File: src/rtl/fpmul_arbiter_pkg.sv
// Shared types and constants for the FPMUL round-robin arbiter.
package fpmul_arb_pkg;

    typedef enum logic [1:0] {
        IDLE = 2'd0,
        WAIT = 2'd1,
        RESP = 2'd2
    } state_t;

    localparam int FLAG_W = 6;

    // Bit positions inside the {OF,UF,NaNF,InfF,DNF,ZF} flag vector.
    localparam int F_OF  = 5;
    localparam int F_UF  = 4;
    localparam int F_NAN = 3;
    localparam int F_INF = 2;
    localparam int F_DN  = 1;
    localparam int F_Z   = 0;

    localparam logic [31:0]       QNAN      = 32'h7FC00000;
    localparam logic [FLAG_W-1:0] TMO_FLAGS = FLAG_W'(1) << F_NAN;

endpackage

File: src/rtl/fpmul_arbiter_rr_arbiter.sv
// Combinational round-robin picker: first asserted request at or after ptr, wrapping upward.
module rr_arbiter #(
    parameter int N  = 4,
    parameter int PW = (N > 1) ? $clog2(N) : 1
) (
    input  logic [N-1:0]  req,
    input  logic [PW-1:0] ptr,
    output logic [N-1:0]  gnt,
    output logic [PW-1:0] idx,
    output logic          found
);

    int cand;

    always_comb begin
        // NOTE: every output gets a default before the search so no path leaves it unassigned (no latch).
        gnt   = '0;
        idx   = '0;
        found = 1'b0;
        cand  = 0;
        for (int i = 0; i < N; i++) begin
            cand = int'(ptr) + i;
            if (cand >= N) cand = cand - N;
            if (!found && req[cand]) begin
                found     = 1'b1;
                gnt[cand] = 1'b1;
                idx       = PW'(cand);
            end
        end
    end

endmodule

File: src/rtl/fpmul_arbiter.sv
// Shares one FPMUL between N requesters: round-robin grant, start/done handshake,
// registered result return and a watchdog that resets the multiplier on a hang.
module fpmul_arbiter
    import fpmul_arb_pkg::*;
#(
    parameter int N       = 4,
    parameter int TIMEOUT = 64
) (
    input  logic              clk,
    input  logic              rst_n,
    input  logic [N-1:0]      req,
    input  logic [N*32-1:0]   ain,
    input  logic [N*32-1:0]   bin,
    output logic [N-1:0]      gnt,
    output logic [N-1:0]      vld,
    output logic [31:0]       pout,
    output logic [FLAG_W-1:0] flags,
    output logic              tmo,
    output logic              busy,
    output logic              fm_rst,
    output logic              fm_start,
    output logic [31:0]       fm_a,
    output logic [31:0]       fm_b,
    input  logic              fm_done,
    input  logic [31:0]       fm_p,
    input  logic [FLAG_W-1:0] fm_flags
);

    localparam int PW = (N > 1) ? $clog2(N) : 1;
    localparam int CW = $clog2(TIMEOUT + 1);

    state_t            state_q, state_d;
    logic [PW-1:0]     ptr_q, ptr_d, win_q, win_d, arb_idx;
    logic [CW-1:0]     cnt_q, cnt_d;
    logic [N-1:0]      arb_gnt, gnt_d, vld_d;
    logic              arb_found;
    logic [31:0]       pout_d, fm_a_d, fm_b_d;
    logic [FLAG_W-1:0] flags_d;
    logic              tmo_d, busy_d, fm_rst_d, fm_start_d;
    logic              done_ok, expired;

    rr_arbiter #(.N(N), .PW(PW)) u_rr (
        .req   (req),
        .ptr   (ptr_q),
        .gnt   (arb_gnt),
        .idx   (arb_idx),
        .found (arb_found)
    );

    // fm_start is still high in the first WAIT cycle, which masks a Done left over from before.
    assign done_ok = (state_q == WAIT) && !fm_start && fm_done;
    assign expired = (state_q == WAIT) && !done_ok && (cnt_q == CW'(TIMEOUT - 1));

    always_comb begin
        state_d = state_q;
        unique case (state_q)
            IDLE:    if (arb_found) state_d = WAIT;
            WAIT:    if (done_ok || expired) state_d = RESP;
            RESP:    state_d = IDLE;
            default: state_d = IDLE;
        endcase
    end

    always_comb begin
        gnt_d      = '0;
        vld_d      = '0;
        tmo_d      = 1'b0;
        fm_rst_d   = 1'b0;
        fm_start_d = 1'b0;
        pout_d     = pout;
        flags_d    = flags;
        fm_a_d     = fm_a;
        fm_b_d     = fm_b;
        ptr_d      = ptr_q;
        win_d      = win_q;
        cnt_d      = cnt_q;
        busy_d     = (state_d != IDLE);
        unique case (state_q)
            IDLE: begin
                if (arb_found) begin
                    gnt_d      = arb_gnt;
                    fm_a_d     = ain[32*int'(arb_idx) +: 32];
                    fm_b_d     = bin[32*int'(arb_idx) +: 32];
                    fm_start_d = 1'b1;
                    win_d      = arb_idx;
                    ptr_d      = (int'(arb_idx) == N - 1) ? '0 : arb_idx + PW'(1);
                    cnt_d      = '0;
                end
            end
            WAIT: begin
                if (done_ok) begin
                    pout_d  = fm_p;
                    flags_d = fm_flags;
                    vld_d   = N'(1) << win_q;
                end else if (expired) begin
                    pout_d   = QNAN;
                    flags_d  = TMO_FLAGS;
                    tmo_d    = 1'b1;
                    vld_d    = N'(1) << win_q;
                    fm_rst_d = 1'b1;
                end else begin
                    cnt_d = cnt_q + CW'(1);
                end
            end
            default: ;
        endcase
    end

    always_ff @(posedge clk or negedge rst_n) begin
        if (!rst_n) begin
            state_q  <= IDLE;
            ptr_q    <= '0;
            win_q    <= '0;
            cnt_q    <= '0;
            gnt      <= '0;
            vld      <= '0;
            pout     <= '0;
            flags    <= '0;
            tmo      <= 1'b0;
            busy     <= 1'b0;
            fm_rst   <= 1'b1;
            fm_start <= 1'b0;
            fm_a     <= '0;
            fm_b     <= '0;
        end else begin
            // NOTE: non-blocking so every register samples pre-edge values regardless of statement order.
            state_q  <= state_d;
            ptr_q    <= ptr_d;
            win_q    <= win_d;
            cnt_q    <= cnt_d;
            gnt      <= gnt_d;
            vld      <= vld_d;
            pout     <= pout_d;
            flags    <= flags_d;
            tmo      <= tmo_d;
            busy     <= busy_d;
            fm_rst   <= fm_rst_d;
            fm_start <= fm_start_d;
            fm_a     <= fm_a_d;
            fm_b     <= fm_b_d;
        end
    end

endmodule

File: config.mk
export PLATFORM = sky130hd
export DESIGN_NAME = fpmul_arbiter
export DESIGN_NICKNAME = d
export VERILOG_FILES = /design/src/rtl/fpmul_arbiter_pkg.sv /design/src/rtl/fpmul_arbiter_rr_arbiter.sv /design/src/rtl/fpmul_arbiter.sv
export SDC_FILE = /design/constraint.sdc
export NUM_CORES = 1
export LEC_CHECK = 0
export ABC_AREA = 1
export CORE_ASPECT_RATIO = 0.9
export CORE_MARGIN = 2
export CORE_UTILIZATION = 30
export CTS_BUF_LIST = sky130_fd_sc_hd__clkbuf_8
export DETAILED_ROUTE_END_ITERATION = 10
export GPL_ROUTABILITY_DRIVEN = 1
export MAX_ROUTING_LAYER = met4
export PLACE_DENSITY = 0.66
export SYNTH_ARGS = -nofsm -noshare
export SYNTH_HDL_FRONTEND = slang
export SYNTH_SLANG_ARGS = --single-unit
export TNS_END_PERCENT = 20
File: constraint.sdc
create_clock -name clk -period 2.4 [get_ports clk]
set_clock_uncertainty 0.1 [all_clocks]
set_input_delay 0.48 -clock clk [delete_from_list [all_inputs] [get_ports clk]]
set_output_delay 0.48 -clock clk [all_outputs]
set_load 0.05 [all_outputs]
==> results of run 1 <==
## worst max-delay path: cells and delay by family, from the launching register on
kind | cells | cell delay, ns
buf+inv | 5 | 0.56
flops | 1 | 0.46
simple gates | 8 | 0.92
fa+ha+maj | 1 | 0.21
## metal layers
metal | vias up | GRT usage [%]
li1 | 4521 | -
met1 | 4264 | 25.8
met2 | 369 | 34.8
met3 | 50 | 5.24
met4 | 0 | 6.61
met5 | - | -
## logic make-up after synthesis
logic type | after synthesis | synth area share [%]
xor+xnor | 1 | 0.108
fa+ha+maj | 6 | 0.929
compound gates | 63 | 6.03
simple gates | 670 | 37.4
flops | 127 | 39.4
buf+inv | 324 | 16.2
## state kept, by name (all words and copies together) (netlist names)
name	cells
vld	4
fm_b	32
fm_rst	1
fm_a	32
cnt_q	7
state_q	2
ptr_q	2
tmo	1
fm_start	1
win_q	2
gnt	4
busy	1
flags	6
pout	32
## worst max path at each step
stage,start,to,slack [ns],cells after the start
6_report,ptr_q[0],fm_a[10],0.03,14
5_1_grt,ptr_q[0],fm_a[19],-0.07,15
4_1_cts,ptr_q[0],fm_a[15],-0.01,14
3_5_place_dp,req[0],fm_a[15],-0.21,13
3_3_place_gp,req[0],fm_a[15],-0.16,13
2_1_floorplan,ptr_q[1],fm_a[0],0.12,14
## stage by stage
stage	total power, uW	util [%]	setup TNS, ns	hold WS, ns	setup slack (ns)
2_1_floorplan	14100	-	0	0.0844	0.121
3_3_place_gp	19800	49.2	-6.21	0.317	-0.164
3_5_place_dp	20000	49.2	-11.56	0.316	-0.211
4_1_cts	22200	51.0	-0.0117	0.365	-0.0117
5_1_grt	25100	52.3	-1.43	0.380	-0.0742
6_report	23300	52.3	0	0.363	0.0284
## power breakdown
group	internal (uW)	leakage, uW	switching [uW]
Combinational	6870	0.00526	10800
Sequential	3180	0.00157	574
Clock	770	0.000194	1080
## final cells by class
class	count	area, um2
clock buffer	17	234
timing repair buffer	479	5010
multi-input combinational	740	3740
clock inverter	15	146
sequential	127	3180
fill	2515	12500
tap	348	435
antenna	1	2.50
inverter	258	982
## layout by cell type (no fill, tap or decap), drive strengths merged, types with 2 or more instances in the layout
cell type      Yosys  final
a21oi              7      7
a22o              28     28
a22oi              3      3
buf               53     58
clkbuf            13     24
clkdlybuf4s50      0    412
clkinv             0      6
clkinvlp           0      2
dfrtp            126    126
ha                 6      6
inv              258    265
nand2            376    376
nand3            242    242
nand4              5      5
nor2              12     12
nor3               6      6
o21ai              8      8
o221ai             3      3
o22a               9      9
o31ai              2      2
or2               29     29
## timing repair
action	in CTS	in global routing
resized for setup	7	36
hold buffers	1	0
cloned	1	7
endpoints found under the setup margin	37	75
setup buffers	2	6
pin swaps	1	11
endpoints found under the hold margin	37	0
==> impl_metrics.toml, run 1 <==
[status]
outcome = "complete, no violations"

[setup_path]
crit_type = "reg2reg"
rr_endpoint = "fm_a[10]"
worstPathArrival_ns = 2.59
cp_max_fo = 24
reg2reg_depth = 14
cp-start-kind = "flip-flop"
crit_path_end_kind = "flip-flop"
required_ns = 2.62
path_cells = "inv_6 -> ha_4 -> inv_4 -> nand3_4 -> nand2_4 -> buf_12 -> nand4_4 -> nand2_4 -> nand2_8 -> buf_6 -> buf_12 -> or2_1 -> nand3_1 -> nand3_1"
rrSetupSlack_ns = 0.03
critPathMaxStageDelay_ns = 0.46
r2r-start = "ptr_q[0]"
worst_path_max_delay_cell = "dfrtp_2"

[floorplan]
start_util_pct = 30.7
rows = 56
die_y_um = 160
io_pins = 415
fp.dieW_um = 177
die-area_mm2 = 0.0283
coreArea_mm2 = 0.0263

[route]
vias = 9204
wl_per_cell_um = 15.4
drc_errors = 0
top_layer = "met4"
wl_met2_mm = 14.8
totalWireLength_mm = 30.6
viasPerCell = 4.64
ant_nets = 0
drt_iter0_markers = 534
drtPass1Iterations = 5
wl_met3_mm = 2.24
routedLengthMet1_mm = 12.8

[synth]
ys_seq_area_share_pct = 39.4
syn_area_mm2 = 0.00808
synth_top_cell_by_area = "dfrtp_1"
synthCells = 1191
avgSynthCellArea_um2 = 6.78
ys.flop_type = "dfrtp_1"
synthTopCellsByCount = "nand2_1, inv_1, nand3_1, dfrtp_1, buf_2"
yosys_register_bits = 127
synth_top_area_share_pct = 39.0
syn_nets = 1498
synth-edff-count = 0
yosysMostFrequentCell = "nand2_1"
async_flop_share_pct = 100
yosysWarnings = 0
synthTopCellsByArea = "dfrtp_1, nand2_1, nand3_1"
yosysUniqueCellTypes = 36

[timing]
rsz0062_at_grt = "true"
setup_viol = 0
slew_headroom_pct = 61.3
period_share_pct = 98.8
worst_slew_pin_slew_ns = 0.579
drv_slew = 0
fmax_ghz = 0.422
hold_viol = 0
finalCriticalPeriod_ns = 2.37

[cells_and_area]
nets = 1930
fin_area_mm2 = 0.0137
layout.cells.non_filler = 1985
drive_gt1_share_pct = 9.84
synthToLayoutAreaGrowth_pct = 70.0

[global_routing]
grt_use_total_pct = 21.3
grt_antenna_before_repair = 1
grt_pass1_vias = 9000
grt_pass1_wl_mm = 46.4
grt_overflow = 0
grt_max_degree = 69

[cts]
cts.clk_slew.worst_paths_ns = 0.09
cts_max_path_buffers = 2
cts-root-buf = "clkbuf_8"
cts_sinks = 127
cts-buffers-inserted = 17
clock_latency_ns = 0.45
cts_tree = "yes"
h-tree-depth = 4

[pwr]
power.density_mw_per_mm2 = 1690
p_leak_uw = 0.00703
ir_drop_mv = 0.904

[place]
place_area_mm2 = 0.0129
dp.cells = 1937
io_buffers = 414
hpwl_mm = 21.9
place_congestion = 0.876

[min_path]
hold_end = "vld[0]"
hold_depth = 1
min_path_type = "reg2reg"
hold_start = "win_q[1]"

[job]
cap_violations = 0
No activity file was read; power rests on OpenSTA's default activity.
==> run 2: changes to the inputs <==
- CORE_AREA: not set -> 2 2 160 162
- CORE_ASPECT_RATIO: 0.9 -> not set
- CORE_MARGIN: 2 -> not set
- CORE_UTILIZATION: 30 -> not set
- CTS_CLUSTER_SIZE: not set -> 24
- DIE_AREA: not set -> 0 0 162 164
- PLACE_DENSITY: 0.66 -> 0.7
==> impl_metrics.toml, run 2 (synthesis results as in run 1) <==
[route]
totalWireLength_mm = 29.3
vias = 9111
ant_nets = 0
wl_per_cell_um = 14.9
drc_errors = 0
viasPerCell = 4.64
drt_iter0_markers = 567
drtPass1Iterations = 7

[global_routing]
grt_max_degree = 68
grt_pass1_vias = 8916
grt_overflow = 0
grt_antenna_before_repair = 2
grt_use_total_pct = 22.5
grt_pass1_wl_mm = 45.8

[timing]
worst_slew_pin_slew_ns = 0.578
setup_slack_ns = 0.0668
rsz0062_at_grt = "true"
tns_ns = 0
hold_viol = 0
period_share_pct = 97.2
drv_slew = 0
fmax_ghz = 0.429
setup_viol = 0
slew_headroom_pct = 61.3
finalCriticalPeriod_ns = 2.33

[pwr]
seqPwrFrac_pct = 16.7
power_uw = 22300
ir_drop_mv = 1.05
p_switching_uw = 12000
power.share.switching_pct = 54.0
power.internal_uw = 10200
p_leak_uw = 0.00693
comb_power_share_pct = 75.2
clkPwrFrac_pct = 8.1
power.density_mw_per_mm2 = 1650

[cells_and_area]
layout_commonest_cell = "clkdlybuf4s50_1"
top_regs = "fm_a x32, fm_b x32, pout x32"
fin_area_mm2 = 0.0135
nets = 1926
drive_gt1_share_pct = 8.64
fin_util_pct = 54.2
final_cell_mix = "clkdlybuf4s50_1, nand2_1, inv_1"
synthToLayoutAreaGrowth_pct = 66.6

[floorplan]
die-area_mm2 = 0.0266
io_pins = 415
coreArea_mm2 = 0.0248
rows = 58
start_util_pct = 32.5
die_y_um = 164
fp.dieW_um = 162

[setup_path]
cp_max_fo = 33
rrSetupSlack_ns = 0.07
reg2reg_depth = 14
critPathCapture = "fm_a[20]"
crit_type = "reg2reg"
path_cells = "inv_6 -> ha_4 -> inv_4 -> nand3_2 -> nand2_4 -> nor2_4 -> nor2_4 -> nand2_4 -> nand2_8 -> buf_4 -> clkbuf_16 -> or2_2 -> nand3_1 -> nand3_1"
worst_path_max_delay_cell = "dfrtp_2"
critPathMaxStageDelay_ns = 0.43
rr_endpoint = "fm_a[20]"
startpoint = "ptr_q[0]"
worstPathArrival_ns = 2.55
cp-start-kind = "flip-flop"
required_ns = 2.62
crit_path_end_kind = "flip-flop"
r2r-start = "ptr_q[0]"

[cts]
cts_max_path_buffers = 2
cts_sinks = 127
clock_latency_ns = 0.44
cts-buffers-inserted = 17
cts-root-buf = "clkbuf_8"
h-tree-depth = 4
cts.clk_slew.worst_paths_ns = 0.09
cts_tree = "yes"

[job]
cap_violations = 0

[min_path]
min_path_type = "reg2reg"

[place]
hpwl_mm = 21.8
place_area_mm2 = 0.0129
place_ws_ns = -0.314
place_congestion = 0.883
io_buffers = 414

[status]
outcome = "complete, no violations"
## run 2: through the flow
stage / hold WS (ns) / cells
2_1_floorplan: 0.0844 / 1191
3_3_place_gp: 0.306 / 1923
3_5_place_dp: 0.311 / 1923
4_1_cts: 0.346 / 1961
5_1_grt: 0.376 / 1964
6_report: 0.353 / 1964
## run 2: critical path, delay by kind of cell (launching register included)
| kind | cells | cell delay (ns) |
|---|---|---|
| flops | 1 | 0.43 |
| simple gates | 9 | 0.93 |
| fa+ha+maj | 1 | 0.29 |
| buf+inv | 4 | 0.45 |
## run 2: how the worst min path moves through the flow
stage	from	to	depth (start not counted)
after floorplan	rst_n	busy	0
after global placement	rst_n	fm_a[8]	1
after detailed placement	rst_n	fm_a[8]	1
after CTS	win_q[1]	vld[1]	1
after global routing	win_q[1]	vld[0]	1
final	win_q[1]	vld[1]	1
## run 2: routing by layer
metal / wire length, um / global-route usage, % / part of all wire, % / up-vias
li1: - / - / - / 4513
met1: 12100 / 26.9 / 41 / 4201
met2: 14200 / 37.4 / 49 / 340
met3: 2050 / 4.95 / 7.0 / 57
met4: 916 / 8.37 / 3.1 / 0
met5: 0 / - / 0 / -
## run 2: power by group through the flow
stage	combinational (uW)	sequential [uW]	clock, uW
2_1_floorplan	7350	6800	0
3_3_place_gp	15800	3710	0
3_5_place_dp	16000	3740	0
4_1_cts	16600	3710	1870
5_1_grt	18200	3850	1990
6_report	16700	3720	1800
## run 2: what timing repair did
item | 4_1_cts | 5_1_grt
pin swaps | 0 | 4
gates cloned | 2 | 1
hold endpoints to repair | 36 | 0
resized for setup | 7 | 17
endpoints found under the setup margin | 62 | 71
buffers inserted | 3 | 1
hold buffers | 1 | 0
## run 2: final cells by class
class	count	area (um2)
clock inverter	15	145
timing repair buffer	475	4840
tap	330	413
inverter	258	980
antenna	2	5.00
multi-input combinational	740	3660
fill	2396	11400
clock buffer	17	234
sequential	127	3180
==> RTL edit 1, RTL diff (settings of run 1) <==
Reset style: synchronous (`rst_n`), changed in one clocked block.
--- a/src/rtl/fpmul_arbiter.sv
+++ b/src/rtl/fpmul_arbiter.sv
@@ -106,7 +106,7 @@
         endcase
     end
 
-    always_ff @(posedge clk or negedge rst_n) begin
+    always_ff @(posedge clk) begin
         if (!rst_n) begin
             state_q  <= IDLE;
             ptr_q    <= '0;
Formal check against the unedited RTL: differs if rst_n is asserted again (counterexample within 4 cycles, from zero or initial values and one cycle with rst_n low); with rst_n held inactive, the same outputs for 4 cycles.
==> RTL edit 1 against run 1 <==
The run now ends with negative setup slack left; worst hold slack better by 0.0016 ns; sequential cell count stayed put; die area is 6.4% higher; maximum frequency is 4.2% lower; total power is 4.5% lower; design area is 8.7% higher; routed wire length is 26% higher; synthesized area is 6.6% higher; first-iteration DRC count is 61% higher; sequential share of layout area is 6.1 points lower; worst setup slack worse by 0.10 ns; clock power is 4% higher; critical path type unchanged; critical endpoint is now fm_b[16]; largest cell class unchanged; largest power group unchanged.
==> RTL edit 1: results (changes against run 1) <==
yosys:
  synth.distinct_cells: 29  # -19%
  async_flop_share_pct: 0  # -100 points
  synth_nets: 1781  # +19%
  ys.flop_type: "dfxtp_1"
  synthTopCellsByArea: "dfxtp_1, inv_1, nand2_1"
  synth_sequential_area_ratio_pct: 29.5  # -9.8 points
  ys_warn_count: 0  # unchanged
  synthTopCellsByCount: "inv_1, nand2_1, nand3_1"
  syn_avg_cell_area_um2: 5.85  # -14%
global_route:
  grt.total_usage_pct: 22.4  # +1.1 points
  grt_max_degree: 47  # -32%
  antenna_found_initial: 1  # unchanged
  grt_pass1_vias: 9900  # +10%
  grt_pass1_wl_mm: 52.3  # +13%
cells_and_area:
  instances_no_fill: 2280  # +15%
  nFillCells: 2663  # +5.9%
  final_layout_size_suffix_gt1_share_pct: 11.3  # +1.4 points
  top_regs: "fm_a x32, fm_b x32, pout x32"
placed_design:
  place_inst: 2210  # +14%
  gp_congestion: 0.892  # +1.9%
  hpwl_mm: 25.3  # +16%
  placed_cell_area_um2: 13500  # +4.4%
  port_buffers: 414  # unchanged
sta:
  fin_setup_tns_ns: -0.214  # -0.214 ns
  setup_ws_ns: -0.0755  # -0.104 ns
  worst_pin_slew_ns: 0.619  # +0.0400 ns
  setup_viol: 10  # +10
power:
  p_leak_nw: 7.58  # +7.9%
  ir_drop_v: 0.000736  # -19%
  swShare_pct: 52.0  # -1.5 points
cts:
  htreeDepth: 4  # unchanged
  cts_buffer_depth: 2  # unchanged
  worstSkewPairLatency_ns: 0.44
  numCtsBuffers: 17  # unchanged
  root_buffer: "clkbuf_8"
  clk_pin_slew_ns: 0.10
setup_path:
  cp_max_fo: 14  # -42%
  worstPathArrival_ns: 2.73  # +0.14 ns
drt:
  viasPerCell: 4.87  # +5.0%
  drt_wl_total_mm: 38.5  # +26%
  drtIter0Drc: 862  # +61%
  dr.pass1.iters: 6  # +1
min_path:
  min_path_type: "reg -> reg"
run_status:
  status: "finished, violations left"
  violations: "negative setup slack"
==> RTL edit 1: cell count changes in the layout (fill, tap and decap cells not counted), sizes merged, moves of 68 or more <==
cell   delta
nand2    -68
dfxtp   +127
dfrtp   -126
nand4   +124
nor2    +135
inv     +101
==> RTL edit 1: through the flow <==
stage / worst slack, ns / hold WS (ns)
2_1_floorplan: 0.0150 / 0.342
3_3_place_gp: -0.264 / 0.345
3_5_place_dp: -0.276 / 0.351
4_1_cts: 0.00698 / 0.366
5_1_grt: -0.165 / 0.387
6_report: -0.0755 / 0.364
==> RTL edit 1: cells by family after synthesis <==
kind of cell	Yosys count	synth area share (%)
AO/OA/AOI/OAI	66	4.45
AND/OR/NAND/NOR	800	42.1
adder cells (fa/ha/maj)	9	1.31
buffers and inverters	466	22.3
flip-flops	127	29.5
XOR/XNOR	3	0.305
==> RTL edit 1: final timing paths <==
| kind | startpoint | slack, ns | end | cells past startpoint |
|---|---|---|---|---|
| setup / recovery | ptr_q[1] | -0.08 | fm_b[16] | 15 |
| hold / removal | pout[13] | 0.36 | pout[13] | 2 |
| setup reg to reg | ptr_q[1] | -0.08 | fm_b[16] | 15 |
| hold reg to reg | pout[13] | 0.36 | pout[13] | 2 |
==> RTL edit 1: power by group through the flow <==
stage	registers [mW]	logic [mW]	clock network [mW]
2_1_floorplan	4.87	7.10	0
3_3_place_gp	3.07	13.1	0
3_5_place_dp	3.09	13.2	0
4_1_cts	3.04	13.5	2.00
5_1_grt	3.11	18.4	2.09
6_report	3.06	17.2	1.93
==> RTL edit 1: critical path: stages (launching register included) <==
cell,delay (ns)
dfxtp_2,0.35
inv_2,0.06
ha_4,0.28
clkinvlp_4,0.13
buf_6,0.15
nand3_4,0.08
o21ai_4,0.08
nand3b_1,0.24
nor2_2,0.19
nor2_4,0.06
buf_12,0.15
clkbuf_16,0.19
nand3_1,0.11
nand3_1,0.09
nand2_1,0.08
inv_1,0.04
==> RTL edit 1: layout make-up <==
class	instances	area, µm²	share of cell area, %
diodes	1	2.50	0.0168
clock buffers	17	234	1.57
clock inverters	15	175	1.17
inverters	363	1370	9.19
multi-input cells	879	4520	30.3
flip-flops and latches	127	2540	17.0
well taps	360	450	3.02
repair buffers	518	5630	37.7
==> RTL edit 1: metal layers <==
metal  wire (µm)  vias up  share of wire, %  track usage (%)
li1            -     5425                 -                -
met1       16100     5027                42             27.8
met2       18100      574                47             37.6
met3        3060       75               8.0             4.04
met4        1160        0               3.0             6.52
met5           0        -                 0                -
==> RTL edit 1: what timing repair did <==
action / 4_1_cts / 5_1_grt
setup buffers: 0 / 14
resized for setup: 3 / 88
gates cloned: 1 / 23
setup endpoints to repair: 20 / 66
pin swaps: 0 / 27
endpoints found under the hold margin: 0 / 0
==> RTL edit 2, RTL diff (config.mk and constraints of run 1) <==
Made on the original files. The package constant `FLAG_W` goes from 6 to 12.
--- a/src/rtl/fpmul_arbiter_pkg.sv
+++ b/src/rtl/fpmul_arbiter_pkg.sv
@@ -7,7 +7,7 @@
         RESP = 2'd2
     } state_t;
 
-    localparam int FLAG_W = 6;
+    localparam int FLAG_W = 12;
 
     // Bit positions inside the {OF,UF,NaNF,InfF,DNF,ZF} flag vector.
     localparam int F_OF  = 5;
Interface: changed (resized flags and fm_flags); port bits go from 415 to 427. No check against the original RTL was run, so the function may have changed too.
==> RTL edit 2 against run 1 <==
Synthesized area increased by 2.3%; worst setup slack improved by 0.044 ns; total power is 3.0% lower; sequential cell count grew 6; sequential share of layout area grew 1.0 points; design area grew 0.35%; routed wire length decreased by 1.3%; critical path type is now reg -> out; critical endpoint is now fm_rst.
==> RTL edit 2: results (changes against run 1) <==
setup_path:
  slowest_delay_ns: 0.79  # +0.33 ns
  rr_worst_depth: 16  # +2
  path_class: "reg -> out"
  r2r_setup_slack_ns: 0.12  # +0.09 ns
  cp_top_family: "buffers and inverters"
  reg2reg_to: "fm_a[4]"
placed_design:
  port_buffers: 426  # +2.9%
  hpwl_mm: 22.7  # +3.6%
drt:
  post_drt_wl_per_cell_um: 15.2  # -1.7%
  viasPerCell: 4.57  # -1.4%
  wl_met3_mm: 2.13  # -5.0%
  vias: 9106  # -1.1%
  dr_wl_met2_mm: 14.3  # -3.0%
  drtIter0Drc: 520  # -2.6%
  wl_met1_mm: 12.9  # +0.51%
cts:
  worstSkewPairLatency_ns: 0.43  # -0.02 ns
run_status:
  status: "finished, final reports clean"
sta:
  holdWs_ns: 0.360  # -0.00285 ns
  worst_pin_slew_ns: 0.612  # +0.0330 ns
yosys:
  synthTopCellsByCount: "nand2_1, inv_1, nand3_1"
  synth_top_cell_area_share_pct: 40.0  # +0.94 points
  synthCells: 1188  # -0.25%
  synth.distinct_cells: 37  # +2.8%
power:
  p_switching_mw: 11.9  # -4.0%
  p_leak_nw: 6.99  # -0.52%
global_route:
  grt_pass1_vias: 8830  # -1.9%
[RTL edit 2: logic make-up (layout without fill, tap and decap cells)]
logic type / Yosys count / count (layout) / synth area share [%]
compound gates: 74 / 74 / 6.72
fa+ha+maj: 6 / 6 / 0.909
buf+inv: 323 / 772 / 16.6
flops: 133 / 133 / 40.3
other cells: 0 / 1 / 0
simple gates: 652 / 652 / 35.4
[RTL edit 2: repair_timing]
item | in CTS | in global routing
buffers inserted | 0 | 3
hold endpoints to repair | 41 | 0
resized for setup | 0 | 16
hold buffers | 1 | 0
endpoints found under the setup margin | 0 | 73
[RTL edit 2: how the worst max path moves through the flow]
stage,from,end,cells past startpoint
4_1_cts,ptr_q[0],fm_b[1],14
6_report,fm_rst,fm_rst,1
5_1_grt,ptr_q[1],fm_a[27],16
3_5_place_dp,req[2],fm_a[17],15
2_1_floorplan,ptr_q[1],fm_a[12],16
3_3_place_gp,req[3],fm_a[17],15
[RTL edit 2: power groups by stage]
stage | clock [mW] | combinational [mW] | sequential [mW]
after floorplan | 0 | 7.46 | 7.15
final | 2.03 | 16.6 | 3.90
after global placement | 0 | 16.0 | 3.91
after detailed placement | 0 | 16.2 | 3.93
after CTS | 2.11 | 16.2 | 3.91
after global routing | 2.23 | 18.1 | 4.02
[RTL edit 2: cell type report]
cell class | instances | area, µm² | share of cell area, %
Timing Repair Buffer | 485 | 5000 | 36.3
Multi-Input combinational cell | 732 | 3630 | 26.3
Sequential cell | 133 | 3330 | 24.2
Inverter | 255 | 965 | 7.00
Tap cell | 354 | 443 | 3.21
Clock buffer | 18 | 248 | 1.80
Clock inverter | 14 | 166 | 1.21
Antenna cell | 1 | 2.50 | 0.0182
[RTL edit 2: worst reg2reg max path: cells and delay by family, from the launching register on]
kind / cells / cell delay (ns)
buffers and inverters: 6 / 0.65
and+or+nand+nor: 9 / 0.86
DFF: 1 / 0.43
adders and majority gates: 1 / 0.20
[RTL edit 2: per-layer routing]
layer  GRT usage, %  vias to the layer above
met5              -                        -
met4           7.43                        0
met3           4.78                       64
met2           33.5                      344
met1           24.9                     4162
li1               -                     4536
[RTL edit 2: per-stage QoR]
step	worst slack, ns	total power, mW
finish	0.0728	22.6
global route	-0.0283	24.4
CTS	0.00301	22.3
detailed placement	-0.232	20.1
global placement	-0.179	20.0
floorplan	0.152	14.6
